`src/rtl/sumfp_pkg.sv`:
```
// sumfp_pkg: formats, quantisation mode codes and full-resolution width helpers
package sumfp_pkg;
    localparam int NB_IN_A  = 16;
    localparam int NBF_IN_A = 14;
    localparam int NB_IN_B  = 12;
    localparam int NBF_IN_B = 11;
    localparam int NB_OUT   = 11;
    localparam int NBF_OUT  = 10;
    localparam int NB_CNT   = 16;

    typedef enum logic [1:0] {
        QM_TRUNC_WRAP = 2'd0,
        QM_TRUNC_SAT  = 2'd1,
        QM_RND_HU     = 2'd2,
        QM_RND_HE     = 2'd3
    } qmode_e;

    function automatic int nbi_fr(input int nb_a, input int nbf_a, input int nb_b, input int nbf_b);
        return (((nb_a - nbf_a) > (nb_b - nbf_b)) ? (nb_a - nbf_a) : (nb_b - nbf_b)) + 1;
    endfunction

    function automatic int nbf_fr(input int nbf_a, input int nbf_b);
        return (nbf_a > nbf_b) ? nbf_a : nbf_b;
    endfunction

    localparam int NBI_FR = nbi_fr(NB_IN_A, NBF_IN_A, NB_IN_B, NBF_IN_B);
    localparam int NBF_FR = nbf_fr(NBF_IN_A, NBF_IN_B);
    localparam int NB_FR  = NBI_FR + NBF_FR;
endpackage

```
`src/rtl/sumfp_quant_pipe_if.sv`:
```
// sumfp_quant_pipe_if: operand/result handshakes plus overflow status and clear
interface sumfp_quant_pipe_if;
    import sumfp_pkg::*;
    logic                i_valid;
    logic                o_ready;
    logic [NB_IN_A-1:0]  i_A;
    logic [NB_IN_B-1:0]  i_B;
    logic [1:0]          i_mode;
    logic                o_valid;
    logic                i_ready;
    logic [NB_OUT-1:0]   o_data;
    logic                o_ovf;
    logic                o_ovf_stky;
    logic                i_clr;
    logic [NB_CNT-1:0]   o_sat_cnt;

    modport master (
        output i_valid, i_A, i_B, i_mode, i_ready, i_clr,
        input  o_ready, o_valid, o_data, o_ovf, o_ovf_stky, o_sat_cnt
    );

    modport slave (
        input  i_valid, i_A, i_B, i_mode, i_ready, i_clr,
        output o_ready, o_valid, o_data, o_ovf, o_ovf_stky, o_sat_cnt
    );
endinterface

```
`src/rtl/fxp_quant.sv`:
```
// fxp_quant: combinational full-resolution to output-format quantiser (wrap/saturate, truncate/round)
module fxp_quant
    import sumfp_pkg::*;
#(
    parameter int NB_FR   = 17,
    parameter int NBF_FR  = 14,
    parameter int NB_OUT  = 11,
    parameter int NBF_OUT = 10
) (
    input  logic [NB_FR-1:0]  fr_i,
    input  qmode_e            mode_i,
    output logic [NB_OUT-1:0] data_o,
    output logic              ovf_o
);
    localparam int DROP = NBF_FR - NBF_OUT;
    localparam int NB_X = NB_FR + 1;
    localparam int NB_K = NB_X - DROP;
    localparam logic [NB_X-1:0] HALF = NB_X'((2 ** DROP) / 2);

    logic [NB_X-1:0]        x;
    logic [NB_X-1:0]        rnd;
    logic [NB_K-1:0]        k;
    logic [NB_K-NB_OUT:0]   msb_grp;

    // one guard bit keeps the rounding carry; half-even adds half-1 plus the kept LSB
    always_comb begin
        x       = {fr_i[NB_FR-1], fr_i};
        rnd     = (mode_i == QM_RND_HU) ? HALF :
                  (mode_i == QM_RND_HE && DROP > 0) ? HALF - NB_X'(1) + NB_X'(x[DROP]) : '0;
        k       = NB_K'((x + rnd) >> DROP);
        msb_grp = k[NB_K-1:NB_OUT-1];
        ovf_o   = ~(&msb_grp) & (|msb_grp);
        data_o  = (ovf_o && mode_i != QM_TRUNC_WRAP) ?
                  (msb_grp[NB_K-NB_OUT] ? {1'b1, {(NB_OUT-1){1'b0}}} : {1'b0, {(NB_OUT-1){1'b1}}}) :
                  k[NB_OUT-1:0];
    end
endmodule

```
`src/rtl/sumfp_quant_pipe.sv`:
```
// sumfp_quant_pipe: 2-stage A+B fixed-point adder with runtime re-quantisation and valid/ready.
// SUMFP_SAT_CNT_EN enables the saturation event counter on o_sat_cnt.
module sumfp_quant_pipe
    import sumfp_pkg::*;
(
    input  logic              i_clk,
    input  logic              i_rst_n,
    sumfp_quant_pipe_if.slave bus
);
    localparam int SH_A = NBF_FR - NBF_IN_A;
    localparam int SH_B = NBF_FR - NBF_IN_B;

    logic                    adv, cons;
    logic signed [NB_FR-1:0] fr_d, fr_q;
    qmode_e                  mode_q;
    logic                    v1_q, v2_q, ovf_q, stky_q, stky_d, q_ovf;
    logic [NB_OUT-1:0]       q_data, data_q;

    // single stall signal: both stages move together whenever the output slot frees up
    assign adv    = ~v2_q | bus.i_ready;
    assign cons   = v2_q & bus.i_ready;
    assign fr_d   = (NB_FR'($signed(bus.i_A)) <<< SH_A) + (NB_FR'($signed(bus.i_B)) <<< SH_B);
    assign stky_d = ~bus.i_clr & (stky_q | (cons & ovf_q));

    fxp_quant #(
        .NB_FR   (NB_FR),
        .NBF_FR  (NBF_FR),
        .NB_OUT  (NB_OUT),
        .NBF_OUT (NBF_OUT)
    ) u_quant (
        .fr_i   (fr_q),
        .mode_i (mode_q),
        .data_o (q_data),
        .ovf_o  (q_ovf)
    );

    always_ff @(posedge i_clk or negedge i_rst_n) begin
        if (!i_rst_n) begin
            v1_q   <= 1'b0;
            v2_q   <= 1'b0;
            fr_q   <= '0;
            mode_q <= QM_TRUNC_WRAP;
            data_q <= '0;
            ovf_q  <= 1'b0;
            stky_q <= 1'b0;
        end else begin
            stky_q <= stky_d;
            if (adv) begin
                v1_q   <= bus.i_valid;
                fr_q   <= fr_d;
                mode_q <= qmode_e'(bus.i_mode);
                v2_q   <= v1_q;
                data_q <= q_data;
                ovf_q  <= q_ovf;
            end
        end
    end

`ifdef SUMFP_SAT_CNT_EN
    logic              sat_q;
    logic [NB_CNT-1:0] cnt_q, cnt_d;

    assign cnt_d = bus.i_clr ? '0 :
                   (cons & sat_q & ~(&cnt_q)) ? cnt_q + NB_CNT'(1) : cnt_q;

    always_ff @(posedge i_clk or negedge i_rst_n) begin
        if (!i_rst_n) begin
            sat_q <= 1'b0;
            cnt_q <= '0;
        end else begin
            cnt_q <= cnt_d;
            if (adv) sat_q <= q_ovf & (mode_q != QM_TRUNC_WRAP);
        end
    end

    assign bus.o_sat_cnt = cnt_q;
`else
    assign bus.o_sat_cnt = '0;
`endif

    assign bus.o_ready    = adv;
    assign bus.o_valid    = v2_q;
    assign bus.o_data     = data_q;
    assign bus.o_ovf      = ovf_q;
    assign bus.o_ovf_stky = stky_q;
endmodule

```
`src/flat_wrapper.sv`:
```
// flat-port wrapper written by rule: the top's interface ports become plain ports
module sumfp_quant_pipe_flat import sumfp_pkg::*;
  (i_clk, i_rst_n, bus_i_valid, bus_i_A, bus_i_B, bus_i_mode, bus_i_ready, bus_i_clr, bus_o_ready, bus_o_valid, bus_o_data, bus_o_ovf, bus_o_ovf_stky, bus_o_sat_cnt);
  sumfp_quant_pipe_if bus_i ();
  input  logic i_clk;
  input  logic i_rst_n;
  input wire logic [$bits(bus_i.i_valid)-1:0] bus_i_valid;
  input wire logic [$bits(bus_i.i_A)-1:0] bus_i_A;
  input wire logic [$bits(bus_i.i_B)-1:0] bus_i_B;
  input wire logic [$bits(bus_i.i_mode)-1:0] bus_i_mode;
  input wire logic [$bits(bus_i.i_ready)-1:0] bus_i_ready;
  input wire logic [$bits(bus_i.i_clr)-1:0] bus_i_clr;
  output wire logic [$bits(bus_i.o_ready)-1:0] bus_o_ready;
  output wire logic [$bits(bus_i.o_valid)-1:0] bus_o_valid;
  output wire logic [$bits(bus_i.o_data)-1:0] bus_o_data;
  output wire logic [$bits(bus_i.o_ovf)-1:0] bus_o_ovf;
  output wire logic [$bits(bus_i.o_ovf_stky)-1:0] bus_o_ovf_stky;
  output wire logic [$bits(bus_i.o_sat_cnt)-1:0] bus_o_sat_cnt;
  assign bus_i.i_valid = bus_i_valid;
  assign bus_i.i_A = bus_i_A;
  assign bus_i.i_B = bus_i_B;
  assign bus_i.i_mode = bus_i_mode;
  assign bus_i.i_ready = bus_i_ready;
  assign bus_i.i_clr = bus_i_clr;
  assign bus_o_ready = bus_i.o_ready;
  assign bus_o_valid = bus_i.o_valid;
  assign bus_o_data = bus_i.o_data;
  assign bus_o_ovf = bus_i.o_ovf;
  assign bus_o_ovf_stky = bus_i.o_ovf_stky;
  assign bus_o_sat_cnt = bus_i.o_sat_cnt;
  sumfp_quant_pipe u_core (.i_clk(i_clk), .i_rst_n(i_rst_n), .bus(bus_i));
endmodule
```
`config.mk`:
```
export PLATFORM = sky130hd
export DESIGN_NAME = sumfp_quant_pipe_flat
export DESIGN_NICKNAME = d
export VERILOG_FILES = /design/src/rtl/sumfp_pkg.sv /design/src/rtl/sumfp_quant_pipe_if.sv /design/src/rtl/fxp_quant.sv /design/src/rtl/sumfp_quant_pipe.sv /design/src/flat_wrapper.sv
export SDC_FILE = /design/constraint.sdc
export NUM_CORES = 1
export LEC_CHECK = 0
export ABC_AREA = 1
export BUFFER_PORTS_ARGS = -buffer_cell sky130_fd_sc_hd__buf_4
export CORE_UTILIZATION = 53
export CTS_CLUSTER_SIZE = 8
export DETAILED_ROUTE_END_ITERATION = 7
export PLACE_DENSITY = 0.8
export SYNTH_ARGS = -nofsm -noshare
export SYNTH_HDL_FRONTEND = slang
export SYNTH_SLANG_ARGS = --single-unit
export TNS_END_PERCENT = 20
```
`constraint.sdc`:
```
create_clock -name i_clk -period 2.82 [get_ports i_clk]
set_clock_uncertainty 0.15 [all_clocks]
set_input_delay 0.705 -clock i_clk [delete_from_list [all_inputs] [get_ports i_clk]]
set_output_delay 0.705 -clock i_clk [all_outputs]
set_load 0.05 [all_outputs]
```
==> qor.csv, run 1 <==
metric,value,unit
portBuffers,49,
antenna_found_initial,0,
dp_hpwl,3970,µm
path_class,flip-flop to flip-flop,
finalNonFillerCells,459,
rsz0062_at_grt,no,
worst_slack,0.309,ns
wl_per_cell,11.1,µm
grt-ovfl-total,0,
synth_cells,358,
busiest_layer,met2,
fp.coreArea,4500,µm²
setup_tns,0,ns
cts-buffers-inserted,5,
clk_pin_slew,0.06,ns
clock-sinks,34,
layout_commonest_cell,nand2_1,
ys_ff_latch,34,
grt_usage,0.225,
powerDensity,693,nW/µm²
ys_types,33,
fin_crit_sh,0.890,
crit_fanout,11,
nNetsFinal,459,
io_pins,66,
gp_congestion,0.821,
postRouteAntennaNets,0,
report.power.total,2050,µW
syn_area,2550,µm²
initial_core_util,0.566,
endpoint_kind,flip-flop,
violations,DRC,
grt_pass1_wl,9000,µm
clk_latency,0.29,ns
cts_buffer_depth,2,
vias_per_cell,4.93,
clock.fmax,398,MHz
syn_area_per_cell,7.13,µm²
use_met1,0.283,
final-hold-violation-count,0,
arrival,2.54,ns
power.leakage,0.00164,µW
totalWireLength,5100,µm
cts-htree-levels,2,
pre_cts_ws,0.0717,ns
grt_pass1_vias,2112,
cts_root_buffer,clkbuf_8,
grtUsageMet2,0.381,
cts_setup_buffers,0,
yosys_warnings,0,
finalMaxSlewViolations,0,
peakVddDrop,272,µV
ys_seq_area_frac,0.333,
run_status,"complete, but fails checks",
num_vias,2264,
max-cap-violations,0,
grt_util_met3,0.0309,
drtIter0Drc,102,
rows,24,
grt_start_max_net_pins,35,
placed_cells,452,
setup-violations-final,0,
drive_above_1_share,0.177,
area_growth,15.8,%
die_area,5100,µm²
period_needed,2.51,ns
diodes,0,
drcViolationCount,5,
required,2.85,ns
start_kind,flip-flop,
final_cell_mix,"137 x nand2_1, 52 x buf_4, 34 x dfrtp_1",
die_h,71.4,µm
first_pass_iters,6,
holdCritPathClass,input port to asynchronous set/reset pin,
die_width,71.4,µm
cts_tree,done,
## sequential cells by signal, indices dropped and copies added, names as in the netlist
register               flops
u_core.v1_q                1
u_core.bus.o_data         11
u_core.bus.o_ovf_stky      1
u_core.mode_q              2
u_core.bus.o_valid         1
u_core.bus.o_ovf           1
u_core.fr_q               17
## power by group
group          internal (µW)  switching [µW]  total [µW]
registers                618             110         728
clock network            170             163         333
logic                    311             676         987
## per-layer routing
layer,routed length (µm),part of all wire
met4,107,0.021
met3,216,0.042
met5,0,0
met1,2310,0.45
met2,2470,0.48
## final cells by class
type                       count  area [µm²]
inverter                      34         128
multi-input combinational    280        1450
fill                         423        1550
sequential                    34         851
clock buffer                   7        76.3
tap                           52        65.1
timing repair buffer          52         390
## synth_stat cells
| cell | n | area [µm²] |
|---|---|---|
| nand4_2 | 2 | 25.0 |
| nand3_1 | 20 | 100 |
| nand3_2 | 4 | 40.0 |
| buf_4 | 16 | 120 |
| inv_1 | 32 | 120 |
| ha_1 | 16 | 200 |
| nor3_1 | 2 | 10.0 |
| o21ai_0 | 16 | 80.1 |
| xor2_1 | 10 | 87.6 |
| nand2_1 | 137 | 514 |
| clkinv_1 | 1 | 3.75 |
| dfrtp_1 | 34 | 851 |
| o22ai_1 | 1 | 6.26 |
| fa_1 | 1 | 20.0 |
| o21bai_1 | 1 | 7.51 |
| o211ai_1 | 1 | 7.51 |
| conb_1 | 1 | 3.75 |
| buf_6 | 5 | 56.3 |
| nand4_1 | 3 | 18.8 |
| o31ai_1 | 1 | 7.51 |
| a211oi_1 | 1 | 7.51 |
| or2_2 | 1 | 6.26 |
| nor3_2 | 1 | 10.0 |
| nor2_1 | 23 | 86.3 |
| xnor2_1 | 2 | 17.5 |
| o21a_1 | 1 | 7.51 |
| a21oi_1 | 13 | 65.1 |
| a21boi_0 | 1 | 7.51 |
| clkbuf_1 | 4 | 15.0 |
| nor2_4 | 1 | 11.3 |
| inv_2 | 1 | 3.75 |
| nand3b_1 | 2 | 15.0 |
| nand2_2 | 3 | 18.8 |
## cell families after synthesis
kind of cell,count (synthesis),synth area share
buffers and inverters,59,0.125
DFF,34,0.333
and+or+nand+nor,199,0.335
adders and majority gates,17,0.0863
xor gates and xnor gates,12,0.0412
AOI/OAI and AO/OA,36,0.0770
other,1,0.00147
## what timing repair did
| item | in CTS | in global routing |
|---|---|---|
| gates resized for setup | 0 | 1 |
| hold buffers | 0 | 0 |
| setup endpoints to repair | 0 | 1 |
## metrics by stage
step                      hold slack [ns]  area [µm²]  utilization
after CTS                           0.212        2950        0.655
after global routing                0.231        2960        0.656
after detailed placement            0.289        2870        0.638
final                               0.198        2960        0.656
after floorplan                     0.259        2610            -
after global placement              0.280        2870        0.638
## worst max-delay path, stage by stage (launching register included)
cell     delay (ns)
dfrtp_1        0.45
nor3_2         0.29
ha_1           0.29
nand2_1        0.07
nand2_1        0.05
nand2_1        0.06
nand2_2        0.15
nand3_1        0.19
nand2_1        0.07
nand2_1        0.08
nand3_2        0.12
nand3_2        0.19
nand2_1        0.09
nand3_1        0.08
nand2_1        0.06
## worst paths after layout
kind                                               to  slack (ns)  depth (start not counted)            from
worst min register to register     u_core.bus.o_valid        0.30                          2     u_core.v1_q
worst max register to register  u_core.bus.o_data[10]        0.31                         14  u_core.fr_q[4]
worst min-delay path                   u_core.fr_q[0]        0.20                          1         i_rst_n
worst max-delay path            u_core.bus.o_data[10]        0.31                         14  u_core.fr_q[4]
max in group asynchronous             u_core.fr_q[14]        2.02                          1         i_rst_n
min in group i_clk                 u_core.bus.o_valid        0.30                          2     u_core.v1_q
Power figures use the tool's default switching activity.
==> run 2: changes to the inputs <==
--- a/config.mk
+++ b/config.mk
@@ -8,4 +8,6 @@
 export ABC_AREA = 1
 export BUFFER_PORTS_ARGS = -buffer_cell sky130_fd_sc_hd__buf_4
+export CORE_ASPECT_RATIO = 1.4
+export CORE_MARGIN = 4
 export CORE_UTILIZATION = 53
 export CTS_CLUSTER_SIZE = 8
--- a/constraint.sdc
+++ b/constraint.sdc
@@ -3,3 +3,3 @@
 set_input_delay 0.705 -clock i_clk [delete_from_list [all_inputs] [get_ports i_clk]]
 set_output_delay 0.705 -clock i_clk [all_outputs]
-set_load 0.05 [all_outputs]
+set_load 0.02 [all_outputs]
==> run 2 against run 1 <==
Compared with the run above: the run now ends clean; highest routed layer unchanged; clock power up 7.8%; sequential share of layout area is 0.22 points lower; combinational power fell by 21%; global-route usage shrank 3.8 points; design area up 0.76%; setup slack lost 0.026 ns; count of clock-buffer cells in the layout is the same; non-clock buffer count did not move.
==> qor.csv, run 2 (synthesized netlist as in run 1, its figures left out) <==
metric,value,unit,change
run_status,completed,,"was complete, but fails checks"
grt_start_max_net_pins,35,,unchanged
die_area,6000,µm²,was 5100 µm²
fin_crit_sh,0.900,,was 0.890
critPathLaunch,u_core.fr_q[4],,unchanged
gp_congestion,0.852,,was 0.821
vias_per_cell,4.91,,was 4.93
fp.coreArea,4610,µm²,was 4500 µm²
finalMaxSlewViolations,0,,unchanged
clock-sinks,34,,unchanged
critical_path_buf_inv_count,0,,unchanged
cts-buffers-inserted,5,,unchanged
cts_setup_buffers,0,,unchanged
portBuffers,49,,unchanged
layout_commonest_cell,nand2_1,,unchanged
slowest_delay,0.44,ns,was 0.45 ns
first_pass_iters,4,,was 6
slowest_stage,dfrtp_1,,unchanged
largest_reg_flops,17,,unchanged
peakVddDrop,223,µV,was 272 µV
wl_per_cell,11.0,µm,was 11.1 µm
hold_buffers,0,,unchanged
die_width,66.6,µm,was 71.4 µm
path_class,flip-flop to flip-flop,,unchanged
period_needed,2.54,ns,was 2.51 ns
final_cell_mix,"137 x nand2_1, 52 x buf_4, 34 x dfrtp_1",,unchanged
cts_tree,done,,unchanged
arrival,2.56,ns,was 2.54 ns
nNetsFinal,459,,unchanged
rsz0062_at_grt,no,,unchanged
utilization,0.646,,was 0.656
cts-htree-levels,2,,unchanged
die_h,90.1,µm,was 71.4 µm
diodes,0,,unchanged
final-hold-violation-count,0,,unchanged
drcViolationCount,0,,was 5
start_kind,flip-flop,,unchanged
grt_usage,0.187,,was 0.225
cts_root_buffer,clkbuf_8,,unchanged
path_cells,nor3_1 > ha_1 > nand2_1 > nand2_1 > nand2_1 > nand2_2 > nand3_1 > nand2_1 > nand3_2 > nand3_2 > nand2_1 > nand2_1 > nand2_1 > nand2_1,,was nor3_2 > ha_1 > nand2_1 > nand2_1 > nand2_1 > nand2_2 > nand3_1 > nand2_1 > nand2_1 > nand3_2 > nand3_2 > nand2_1 > nand3_1 > nand2_1
timing.rr.start,u_core.fr_q[4],,unchanged
initial_core_util,0.554,,was 0.566
powerDensity,626,nW/µm²,was 693 nW/µm²
grt_pass1_vias,2284,,was 2112
crit_family,simple AND/OR/NAND/NOR gates,,unchanged
setup_tns,0,ns,unchanged
max-cap-violations,0,,unchanged
grt-ovfl-total,0,,unchanged
drtIter0Drc,87,,was 102
setup-violations-final,0,,unchanged
regMostFlops,u_core.fr_q,,unchanged
drive_above_1_share,0.179,,was 0.177
dp_hpwl,4020,µm,was 3970 µm
clock.fmax,394,MHz,was 398 MHz
clk_latency,0.28,ns,was 0.29 ns
required,2.84,ns,was 2.85 ns
grt_pass1_wl,9050,µm,was 9000 µm
power.leakage,0.00165,µW,was 0.00164 µW
rows,29,,was 24
cpMostUsedCell,nand2_1,,unchanged
cts_buffer_depth,2,,unchanged
holdCritPathClass,input port to asynchronous set/reset pin,,unchanged
totalWireLength,5170,µm,was 5100 µm
antenna_found_initial,0,,unchanged
area_growth,16.7,%,was 15.8%
fillers,427,,was 423
postRouteAntennaNets,0,,unchanged
crit_fanout,11,,unchanged
io_pins,66,,unchanged
post_cts_resized,0,,unchanged
num_vias,2309,,was 2264
endpoint_kind,flip-flop,,unchanged
clk_pin_slew,0.06,ns,about the same
[run 2: layout make-up]
class | count | area (µm²) | area share
Clock buffer | 7 | 86.3 | 0.0290
Clock inverter | 1 | 5.00 | 0.00168
Inverter | 34 | 128 | 0.0429
Multi-Input combinational cell | 280 | 1440 | 0.484
Sequential cell | 34 | 851 | 0.286
Tap cell | 62 | 77.6 | 0.0261
Timing Repair Buffer | 52 | 390 | 0.131
[run 2: per-layer routing]
layer	wire length [µm]	vias to the layer above	part of all wire	track usage
li1	-	1201	-	-
met1	2050	1027	0.40	0.190
met2	2690	69	0.52	0.346
met3	287	12	0.056	0.0312
met4	144	0	0.028	0.0983
met5	0	-	0	0
[run 2: worst paths after layout]
check / end / slack (ns) / cells past startpoint
max in group asynchronous: u_core.bus.o_data[3] / 2.02 / 1
hold / removal: u_core.v1_q / 0.20 / 1
setup reg to reg: u_core.bus.o_data[5] / 0.28 / 14
hold reg to reg: u_core.bus.o_valid / 0.31 / 2
setup / recovery: u_core.bus.o_data[5] / 0.28 / 14
min in group i_clk: u_core.bus.o_valid / 0.31 / 2
[run 2: worst register-to-register path: cells and delay by family, from the launching register on]
kind / cells / cell delay, ns
AND/OR/NAND/NOR: 13 / 1.50
flip-flops: 1 / 0.44
adder cells (fa/ha/maj): 1 / 0.32
[run 2: through the flow]
stage / hold slack [ns] / std cells / setup WS (ns) / total power, µW / cell area, µm²
4_1_cts: 0.209 / 470 / 0.276 / 1880 / 2980
2_1_floorplan: 0.259 / 373 / 0.295 / 1280 / 2610
5_1_grt: 0.234 / 470 / 0.0279 / 2010 / 2980
6_report: 0.205 / 470 / 0.283 / 1860 / 2980
3_3_place_gp: 0.282 / 462 / 0.129 / 1490 / 2890
3_5_place_dp: 0.294 / 462 / 0.0530 / 1510 / 2890
[run 2: power breakdown]
group          total, µW  internal, µW  switching (µW)
clock                359           197             162
combinational        777           307             470
sequential           728           618             110
